<file path="config.mk">
export PLATFORM = sky130hd
export DESIGN_NAME = lfsr_prbs_err_count
export DESIGN_NICKNAME = d
export VERILOG_FILES = /design/src/rtl/lfsr_prbs_err_count.sv
export SDC_FILE = /design/constraint.sdc
export NUM_CORES = 1
export LEC_CHECK = 0
export ABC_AREA = 1
export BUFFER_PORTS_ARGS = -buffer_cell sky130_fd_sc_hd__buf_2
export CAP_MARGIN = 20
export CORE_ASPECT_RATIO = 1.25
export CORE_MARGIN = 3
export CORE_UTILIZATION = 50
export DETAILED_ROUTE_END_ITERATION = 7
export GPL_TIMING_DRIVEN = 0
export PLACE_DENSITY_LB_ADDON = 0.15
export SLEW_MARGIN = 0
export SYNTH_ARGS = -nofsm -noshare
export SYNTH_HDL_FRONTEND = slang
export SYNTH_SLANG_ARGS = --single-unit
</file>
<file path="constraint.sdc">
create_clock -name clk -period 2.5 [get_ports clk]
set_input_delay 0.5 -clock clk [delete_from_list [all_inputs] [get_ports clk]]
set_output_delay 0.5 -clock clk [all_outputs]
set_load 0.01 [all_outputs]
</file>
<file path="src/rtl/lfsr_prbs_err_count.sv">
// lfsr_prbs_err_count: error accumulator and lock monitor fed by lfsr_prbs_check.
// The design is a two-stage pipeline:
//   - Stage 1 registers the popcount of err_in together with its valid strobe.
//   - Stage 2 runs the HUNT/SYNC/LOCKED state machine and the saturating BER counters.
// Optional feature macro: PRBS_ERR_LOCK_LOSS_EN enables the lock_loss_count counter.
module lfsr_prbs_err_count #(
  parameter int DATA_WIDTH   = 64,
  parameter int COUNT_WIDTH  = 48,
  parameter int LOCK_COUNT   = 16,
  parameter int BAD_THRESH   = 8,
  parameter int UNLOCK_COUNT = 4
) (
  input  logic                   clk,
  input  logic                   rst_n,
  input  logic [DATA_WIDTH-1:0]  err_in,
  input  logic                   err_in_valid,
  input  logic                   clear,
  input  logic                   snap,
  output logic                   locked,
  output logic [COUNT_WIDTH-1:0] err_count,
  output logic [COUNT_WIDTH-1:0] bit_count,
  output logic [COUNT_WIDTH-1:0] err_snap,
  output logic [COUNT_WIDTH-1:0] bit_snap,
  output logic                   sat,
  output logic [15:0]            lock_loss_count
);

  localparam int PW = $clog2(DATA_WIDTH + 1);
  localparam int GW = $clog2(LOCK_COUNT + 1);
  localparam int BW = $clog2(UNLOCK_COUNT + 1);
  localparam int SW = COUNT_WIDTH + 1;

  localparam logic [PW-1:0] BAD_T    = PW'(BAD_THRESH);
  localparam logic [GW-1:0] LOCK_T   = GW'(LOCK_COUNT);
  localparam logic [BW-1:0] UNLOCK_T = BW'(UNLOCK_COUNT);
  localparam logic [SW-1:0] WORD_INC = SW'(DATA_WIDTH);

  typedef enum logic [1:0] {HUNT, SYNC, LOCKED} state_t;

  state_t                 r_state;
  logic [PW-1:0]          r_pop;
  logic                   r_v1;
  logic [GW-1:0]          r_good_run;
  logic [BW-1:0]          r_bad_run;
  logic [COUNT_WIDTH-1:0] r_err_count;
  logic [COUNT_WIDTH-1:0] r_bit_count;
  logic [COUNT_WIDTH-1:0] r_err_snap;
  logic [COUNT_WIDTH-1:0] r_bit_snap;
  logic                   r_sat;

  logic [PW-1:0] w_pop;
  logic          w_clean;
  logic          w_bad;
  logic          w_accum;
  logic          w_unlock;
  logic [SW-1:0] w_err_sum;
  logic [SW-1:0] w_bit_sum;

  // Combinational popcount of the incoming error vector
  always_comb begin
    w_pop = '0;
    for (int unsigned i = 0; i < DATA_WIDTH; i++) begin
      w_pop = w_pop + PW'(err_in[i]);
    end
  end

  assign w_clean   = (r_pop == '0);
  assign w_bad     = (r_pop > BAD_T);
  assign w_accum   = r_v1 && (r_state == LOCKED);
  assign w_unlock  = w_accum && w_bad && ((r_bad_run + BW'(1)) == UNLOCK_T);
  assign w_err_sum = {1'b0, r_err_count} + SW'(r_pop);
  assign w_bit_sum = {1'b0, r_bit_count} + WORD_INC;

  // Stage 1: register popcount and its valid; reset drops any in-flight word
  always_ff @(posedge clk or negedge rst_n) begin
    if (!rst_n) begin
      r_pop <= '0;
      r_v1  <= 1'b0;
    end else begin
      r_v1 <= err_in_valid;
      if (err_in_valid) begin
        r_pop <= w_pop;
      end
    end
  end

  // Stage 2: lock state machine; only valid words advance state or run counters
  always_ff @(posedge clk or negedge rst_n) begin
    if (!rst_n) begin
      r_state    <= HUNT;
      r_good_run <= '0;
      r_bad_run  <= '0;
    end else if (r_v1) begin
      unique case (r_state)
        HUNT: begin
          if (w_clean) begin
            r_good_run <= GW'(1);
            r_state    <= (LOCK_COUNT == 1) ? LOCKED : SYNC;
            r_bad_run  <= '0;
          end
        end
        SYNC: begin
          if (!w_clean) begin
            r_state    <= HUNT;
            r_good_run <= '0;
          end else if ((r_good_run + GW'(1)) == LOCK_T) begin
            r_state    <= LOCKED;
            r_good_run <= '0;
            r_bad_run  <= '0;
          end else begin
            r_good_run <= r_good_run + GW'(1);
          end
        end
        LOCKED: begin
          if (!w_bad) begin
            r_bad_run <= '0;
          end else if (w_unlock) begin
            r_state    <= HUNT;
            r_bad_run  <= '0;
            r_good_run <= '0;
          end else begin
            r_bad_run <= r_bad_run + BW'(1);
          end
        end
        default: begin
          r_state <= HUNT;
        end
      endcase
    end
  end

  // Stage 2: saturating counters; snapshot takes pre-edge values, clear beats accumulation
  always_ff @(posedge clk or negedge rst_n) begin
    if (!rst_n) begin
      r_err_count <= '0;
      r_bit_count <= '0;
      r_err_snap  <= '0;
      r_bit_snap  <= '0;
      r_sat       <= 1'b0;
    end else begin
      if (snap) begin
        r_err_snap <= r_err_count;
        r_bit_snap <= r_bit_count;
      end
      if (clear) begin
        r_err_count <= '0;
        r_bit_count <= '0;
        r_sat       <= 1'b0;
      end else if (w_accum) begin
        r_err_count <= w_err_sum[COUNT_WIDTH] ? '1 : w_err_sum[COUNT_WIDTH-1:0];
        r_bit_count <= w_bit_sum[COUNT_WIDTH] ? '1 : w_bit_sum[COUNT_WIDTH-1:0];
        if (w_err_sum[COUNT_WIDTH] || w_bit_sum[COUNT_WIDTH]) begin
          r_sat <= 1'b1;
        end
      end
    end
  end

`ifdef PRBS_ERR_LOCK_LOSS_EN
  logic [15:0] r_lock_loss;

  // Saturating count of LOCKED->HUNT transitions; clear on the same edge wins
  always_ff @(posedge clk or negedge rst_n) begin
    if (!rst_n) begin
      r_lock_loss <= '0;
    end else if (clear) begin
      r_lock_loss <= '0;
    end else if (w_unlock && (r_lock_loss != '1)) begin
      r_lock_loss <= r_lock_loss + 16'd1;
    end
  end

  assign lock_loss_count = r_lock_loss;
`else
  assign lock_loss_count = '0;
`endif

  assign locked    = (r_state == LOCKED);
  assign err_count = r_err_count;
  assign bit_count = r_bit_count;
  assign err_snap  = r_err_snap;
  assign bit_snap  = r_bit_snap;
  assign sat       = r_sat;

endmodule

</file>
==> qor.txt, run 1 <==
Tot GR Track Use = 29.16%
CP Launch Type = input pin
Fin crit period = 5.387 ns
Clock Path Buffers = 3
Core area = 25460 um^2
FFs w/ async S/R, synth = 100.0%
Number of diodes = 0
Most common cell in the synthesized netlist = nand2_1
Pre-CTS WS = -3.464 ns
Layout cells sized above 1 = 21.89%
Average wire per standard cell = 17.26 um
Clock Skew = 0.01570 ns
Full die area = 28110 um^2
Largest family of logic cells by synthesized area = simple AND/OR/NAND/NOR gates
Register area share after synthesis = 38.51%
Residual DRC = 0
Clock Sinks = 201
Setup TNS = -18.55 ns
CP Cell Sequence = buf_8 > inv_8 > fa_1 > inv_2 > fa_2 > inv_2 > fa_2 > fa_1 > fa_1 > fa_1 > fa_1 > fa_1 > inv_2 > ha_4 > fa_2 > nand3_2 > nand3_2 > nand2_2 > a21oi_1 > nor3_1 > nor2_1
Detailed Place HPWL = 32.14 mm
Mapped Cells = 1725
Power Density = 1058 nW/um^2
Max VDD drop = 3.027 mV
Mapped Area = 13060 um^2
Pin count of the biggest net entering global routing = 115
Clk_lat worst skew = 0.51 ns
Distinct cells, synth = 43
CP peak stage delay = 0.56 ns
Cells on worst reg2reg path = 15
CTS tree = yes
Crit path max fanout = 2
Worst slew pin tran = 0.9485 ns
Slew headroom = 36.18%
Number of synthesized flops with an enable pin = 0
Buf+Inv Stages, Crit Path = 5
Filler cell count = 2309
Status = finished, violations left
Max-cap violations = 0
Root Buffer = clkbuf_16
Endpoint type of the worst setup path = flop
Initial antenna violation count = 0
CTS H-Tree Depth = 1
End of the worst register-to-register path = err_count[36]
Top cells by count, synth = 488 x nand2_1, 237 x inv_1, 211 x nor2_1
Met3 GRT Util = 3.036%
GRT busiest layer = met2
Global-route wire length before repair = 65.09 mm
WP data required = 2.88 ns
Initial Util = 51.31%
Vias = 12.54k
Chip height = 186.7 um
Most used DFF post-synth = dfrtp_1
# rows = 65
CTS Buf Count = 22
Mean Syn Cell Area = 7.572 um^2
R2r setup slk = 0.11 ns
Vias in the first global route = 12.25k
Final GP Congestion = 0.9575
Layout area overhead = 21.43%
Synth top area share = 38.51%
Final period util = 215.5%
Pwr Total = 0.01678 W
DIE WIDTH = 150.6 um
Clk slew on worst S/H paths = 0.06 ns
Area leader, netlist = dfrtp_1
Crit path kind = in -> reg
Met2 Use GR = 49.61%
Layout Nets = 2188
Final antenna-violating net count = 0
CP dominant cell by count = fa_1
Met1 Resource Use GR = 37.64%
Reg2Reg Launch Point = err_count[0]
Post-synthesis sequential element count = 201
TritonRoute pass-1 iters = 5
CP delay by family, top = adder cells
Min setup slack post-route = -2.887 ns
Hold Violations, Final = 10
RSZ-0062 raised after global routing = yes
Largest cells by area after synthesis = dfrtp_1 39%, nand2_1 14%, fa_1 8.4%, inv_1 6.8%, nor2_1 6.1%
Leakage = 8.554 nW
Critical Path Slowest Stage Cell = fa_1
Vias per inst = 5.262
Final setup fails = 7
Synth Area in Compound Gates = 6.121%
Final hold slack = -0.01444 ns
Post-Synth XOR/XNOR Area = 1.274%
GRT overflow = 0
Max Freq = 185.6 MHz
Multiplexer area fraction after synthesis = 2.845%
Syn. warnings = 0
Fraction of the mapped netlist area in adder cells = 11.30%
HP Class = in -> async
Slew Viols, Final = 0
I/O Buffers = 260
Post-Synth Simple-Gate Area = 29.93%
Ports = 279
Crit path DAT = 5.77 ns
Final WL = 41.12 mm
DRT iter0 DRCs = 835
Failing checks = hold timing, setup timing
## cells by family (layout without fill, tap and decap cells)
logic type,after synthesis,count (layout)
simple gates,923,923
mux,33,33
xor+xnor,19,19
fa+ha+maj,85,85
other cells,1,16
flops,201,201
compound gates,152,152
buf+inv,311,618
## state kept, by name, summed over array words and instances (netlist names)
register	cells
err_count	48
err_snap	48
bit_count	43
bit_snap	43
r_pop	7
r_good_run	5
r_bad_run	3
r_state	2
r_v1	1
sat	1
## final cells by class
type	instances	area, um^2	area share, %
clock buffer	29	608.1	3.834
inverter	240	913.4	5.758
multi-input combinational	1228	6899	43.50
sequential	201	5030	31.71
tap	335	419.2	2.643
clock inverter	8	71.32	0.4496
timing repair buffer	270	1474	9.292
buffer	71	446.7	2.816
## layer usage
| metal | vias up | wire [um] |
|---|---|---|
| met3 | 103 | 2631 |
| li1 | 6020 | - |
| met4 | 0 | 1782 |
| met2 | 498 | 20180 |
| met1 | 5914 | 16530 |
| met5 | - | 0 |
## worst max path at each step
stage / start / end / slack, ns / cells after the start
2_1_floorplan: err_in[35] / r_pop[6] / -3.10 / 20
3_3_place_gp: err_in[35] / r_pop[6] / -3.41 / 21
3_5_place_dp: err_in[35] / r_pop[6] / -3.46 / 21
4_1_cts: err_in[53] / r_pop[6] / -2.87 / 21
5_1_grt: err_in[35] / r_pop[6] / -3.05 / 21
6_report: err_in[35] / r_pop[6] / -2.89 / 21
## power by group
part / switching (W) / internal [W] / total (W)
logic: 0.00554 / 0.00439 / 0.00993
clock network: 0.00130 / 0.00181 / 0.00311
registers: 0.000207 / 0.00354 / 0.00375
## cells in the final DEF, fill, tap and decap left out, drive strengths merged
cell,n
nand3b,14
a31oi,1
a21oi,82
bufinv,1
conb,16
a32oi,1
mux2,33
o211ai,7
nand3,120
clkinv,7
ha,30
a22oi,1
nand4,36
fa,55
nor2,219
nor3,33
nor4,2
xnor2,5
xor2,14
inv,238
and2,2
clkinvlp,2
nand2,496
a221oi,1
o31ai,1
o21ai,56
clkbuf,56
o21bai,1
or2,1
dfrtp,201
o22ai,1
buf,314
## timing repair
| action | 4_1_cts | 5_1_grt |
|---|---|---|
| pin swaps | 7 | 10 |
| hold buffers | 0 | 0 |
| gates cloned | 0 | 2 |
| setup buffers | 1 | 6 |
| gates resized for setup | 30 | 30 |
| setup endpoints to repair | 61 | 89 |
## through the flow
stage	utilization (%)	area (um^2)	instances	hold slack [ns]
finish	62.31	15860	2382	-0.01444
global route	62.31	15860	2382	0.04106
CTS	61.68	15700	2374	0.01981
detailed placement	58.65	14930	2336	0.4643
global placement	58.50	14890	2335	0.4595
floorplan	-	13170	1740	0.2044
Note: power is estimated with default switching activity, not from simulation.
==> run 2: changes to the inputs <==
Settings changed: HOLD_SLACK_MARGIN set to 0.12.
==> run 2 against run 1 <==
Compared with the run above: the flow finishes with violations (setup timing); total power about the same; sequential cell count did not move; core utilization hardly changed; setup slack improved by 0.0025 ns; fmax hardly changed; cell count about the same; hold slack better by 0.17 ns; cell area about the same; via count about the same; largest cell class unchanged; wire length is essentially flat; clock power hardly changed; sequential share of layout area barely moved.
==> qor.txt, run 2 (synthesis gave the netlist of run 1 again) <==
Max VDD drop = 3.027 mV (about the same)
GRT overflow = 0 (unchanged)
Tot GR Track Use = 29.17% (about the same)
Average wire per standard cell = 17.27 um (about the same)
Vias per inst = 5.262 (about the same)
DIE WIDTH = 150.6 um (unchanged)
Min setup slack post-route = -2.884 ns (+0.002450 ns)
Worst slew pin tran = 0.9468 ns (-0.001746 ns)
GRT busiest layer = met2
Hold_sp = err_in_valid
Clock Skew = 0.01318 ns (-0.002520 ns)
Global-route wire length before repair = 65.12 mm (about the same)
Util after Layout = 62.35% (about the same)
Commonest non-fill, non-tap cells in the layout = 485 x nand2_1, 262 x buf_2, 218 x inv_1
Clk_lat worst skew = 0.51 ns (about the same)
Multi-input gate area = 6899 um^2 (unchanged)
I/O Buffers = 260 (unchanged)
Initial Util = 51.31% (unchanged)
Fin crit period = 5.384 ns (-0.002450 ns)
Pwr Total = 0.01679 W (about the same)
Failing checks = setup timing
HP Class = in -> reg
Ports = 279 (unchanged)
Number of diodes = 0 (unchanged)
Pre-CTS WS = -3.464 ns (unchanged)
End of the worst register-to-register path = err_count[35]
Max Freq = 185.7 MHz (about the same)
Vias = 12.54k (+0.032%)
Vias in the first global route = 12.26k (+0.098%)
Endpoint type of the worst setup path = flop
Clk slew on worst S/H paths = 0.06 ns (about the same)
Placed cell area = 14930 um^2 (unchanged)
FF/Latch Area = 5030 um^2 (unchanged)
Crit path kind = in -> reg
# rows = 65 (unchanged)
CTS tree = yes
Hold Crit Depth = 1
Final WL = 41.14 mm (about the same)
Crit path DAT = 5.77 ns (about the same)
WP data required = 2.89 ns (about the same)
Detailed Place HPWL = 32.14 mm (unchanged)
Chip height = 186.7 um (unchanged)
Final GP Congestion = 0.9575 (unchanged)
Leakage = 8.558 nW (about the same)
Final Instance Area = 15870 um^2 (about the same)
Max-cap violations = 0 (unchanged)
Met3 GRT Util = 3.036% (unchanged)
Final period util = 215.4% (about the same)
Full die area = 28110 um^2 (unchanged)
RSZ-0062 raised after global routing = yes
Root Buffer = clkbuf_16
Pin count of the biggest net entering global routing = 115 (unchanged)
Core area = 25460 um^2 (unchanged)
Layout cells sized above 1 = 21.88% (about the same)
Met2 Use GR = 49.65% (about the same)
Met1 Resource Use GR = 37.64% (unchanged)
R2r setup slk = 0.10 ns (about the same)
Filler cell count = 2308 (-0.043%)
Residual DRC = 0 (unchanged)
CTS Buf Count = 22 (unchanged)
Slew Viols, Final = 0 (unchanged)
Final antenna-violating net count = 0 (unchanged)
Commonest non-fill, non-tap cell in the layout = nand2_1
DRT iter0 DRCs = 753 (-9.8%)
Reg2Reg Launch Point = err_count[0]
Clock Path Buffers = 3 (unchanged)
Clock Sinks = 201 (unchanged)
Initial antenna violation count = 0 (unchanged)
Layout area overhead = 21.50% (about the same)
TritonRoute pass-1 iters = 5 (unchanged)
Setup TNS = -18.53 ns (+0.01760 ns)
Cells on worst reg2reg path = 15 (unchanged)
Layout Nets = 2189 (+0.046%)
Crit path max fanout = 2 (unchanged)
Final setup fails = 7 (unchanged)
Status = finished, violations left
Slew headroom = 36.30% (+0.12 points)
CP Launch Type = input pin
Power Density = 1058 nW/um^2 (about the same)
CTS H-Tree Depth = 1 (unchanged)
Hold Violations, Final = 0 (-10)
Hold EP = r_v1
run 2: worst max path at each step:
stage               endpoint       start  cells after the start  slack (ns)
detailed placement  r_pop[6]  err_in[35]                     21       -3.46
CTS                 r_pop[6]  err_in[53]                     21       -2.87
global route        r_pop[6]  err_in[35]                     21       -3.05
finish              r_pop[6]  err_in[35]                     21       -2.88
global placement    r_pop[6]  err_in[35]                     21       -3.41
floorplan           r_pop[6]  err_in[35]                     20       -3.10
run 2: where the power goes:
part	internal, W	leakage [nW]	switching (W)	total [W]
clock network	0.00181	0.334	0.00131	0.00312
registers	0.00354	2.70	0.000206	0.00375
logic	0.00439	5.53	0.00554	0.00993
total	0.00974	8.56	0.00705	0.0168
run 2: cell type report:
class,count,area share (%)
Clock inverter,8,0.4493
Tap cell,335,2.641
Timing Repair Buffer,271,9.350
Multi-Input combinational cell,1228,43.47
Inverter,240,5.755
Buffer,71,2.814
Sequential cell,201,31.69
Clock buffer,29,3.831
run 2: worst max-delay path, cell delays in order:
cell     delay [ns]
buf_8          0.08
inv_8          0.03
fa_1           0.56
inv_2          0.05
fa_2           0.53
inv_2          0.04
fa_2           0.52
fa_1           0.43
fa_1           0.47
fa_1           0.53
fa_1           0.43
fa_1           0.52
inv_2          0.05
ha_4           0.16
fa_2           0.39
nand3_2        0.07
nand3_2        0.07
nand2_2        0.07
a21oi_1        0.06
nor3_1         0.15
nor2_1         0.06
run 2: per-layer routing:
metal / vias to the layer above / wire (um)
li1: 6011 / -
met1: 5905 / 16380
met2: 516 / 20140
met3: 107 / 2772
met4: 0 / 1846
met5: - / 0
run 2: stage by stage:
| stage | instances | hold WS [ns] |
|---|---|---|
| 2_1_floorplan | 1740 | 0.2044 |
| 3_3_place_gp | 2335 | 0.4595 |
| 3_5_place_dp | 2336 | 0.4643 |
| 4_1_cts | 2375 | 0.1406 |
| 5_1_grt | 2383 | 0.1506 |
| 6_report | 2383 | 0.1519 |
run 2: repair_timing:
item,CTS,global route
hold buffers,1,0
resized for setup,30,30
pin swaps,7,10
cloned,0,2
endpoints found under the setup margin,61,89
endpoints found under the hold margin,87,0
buffers inserted,1,6
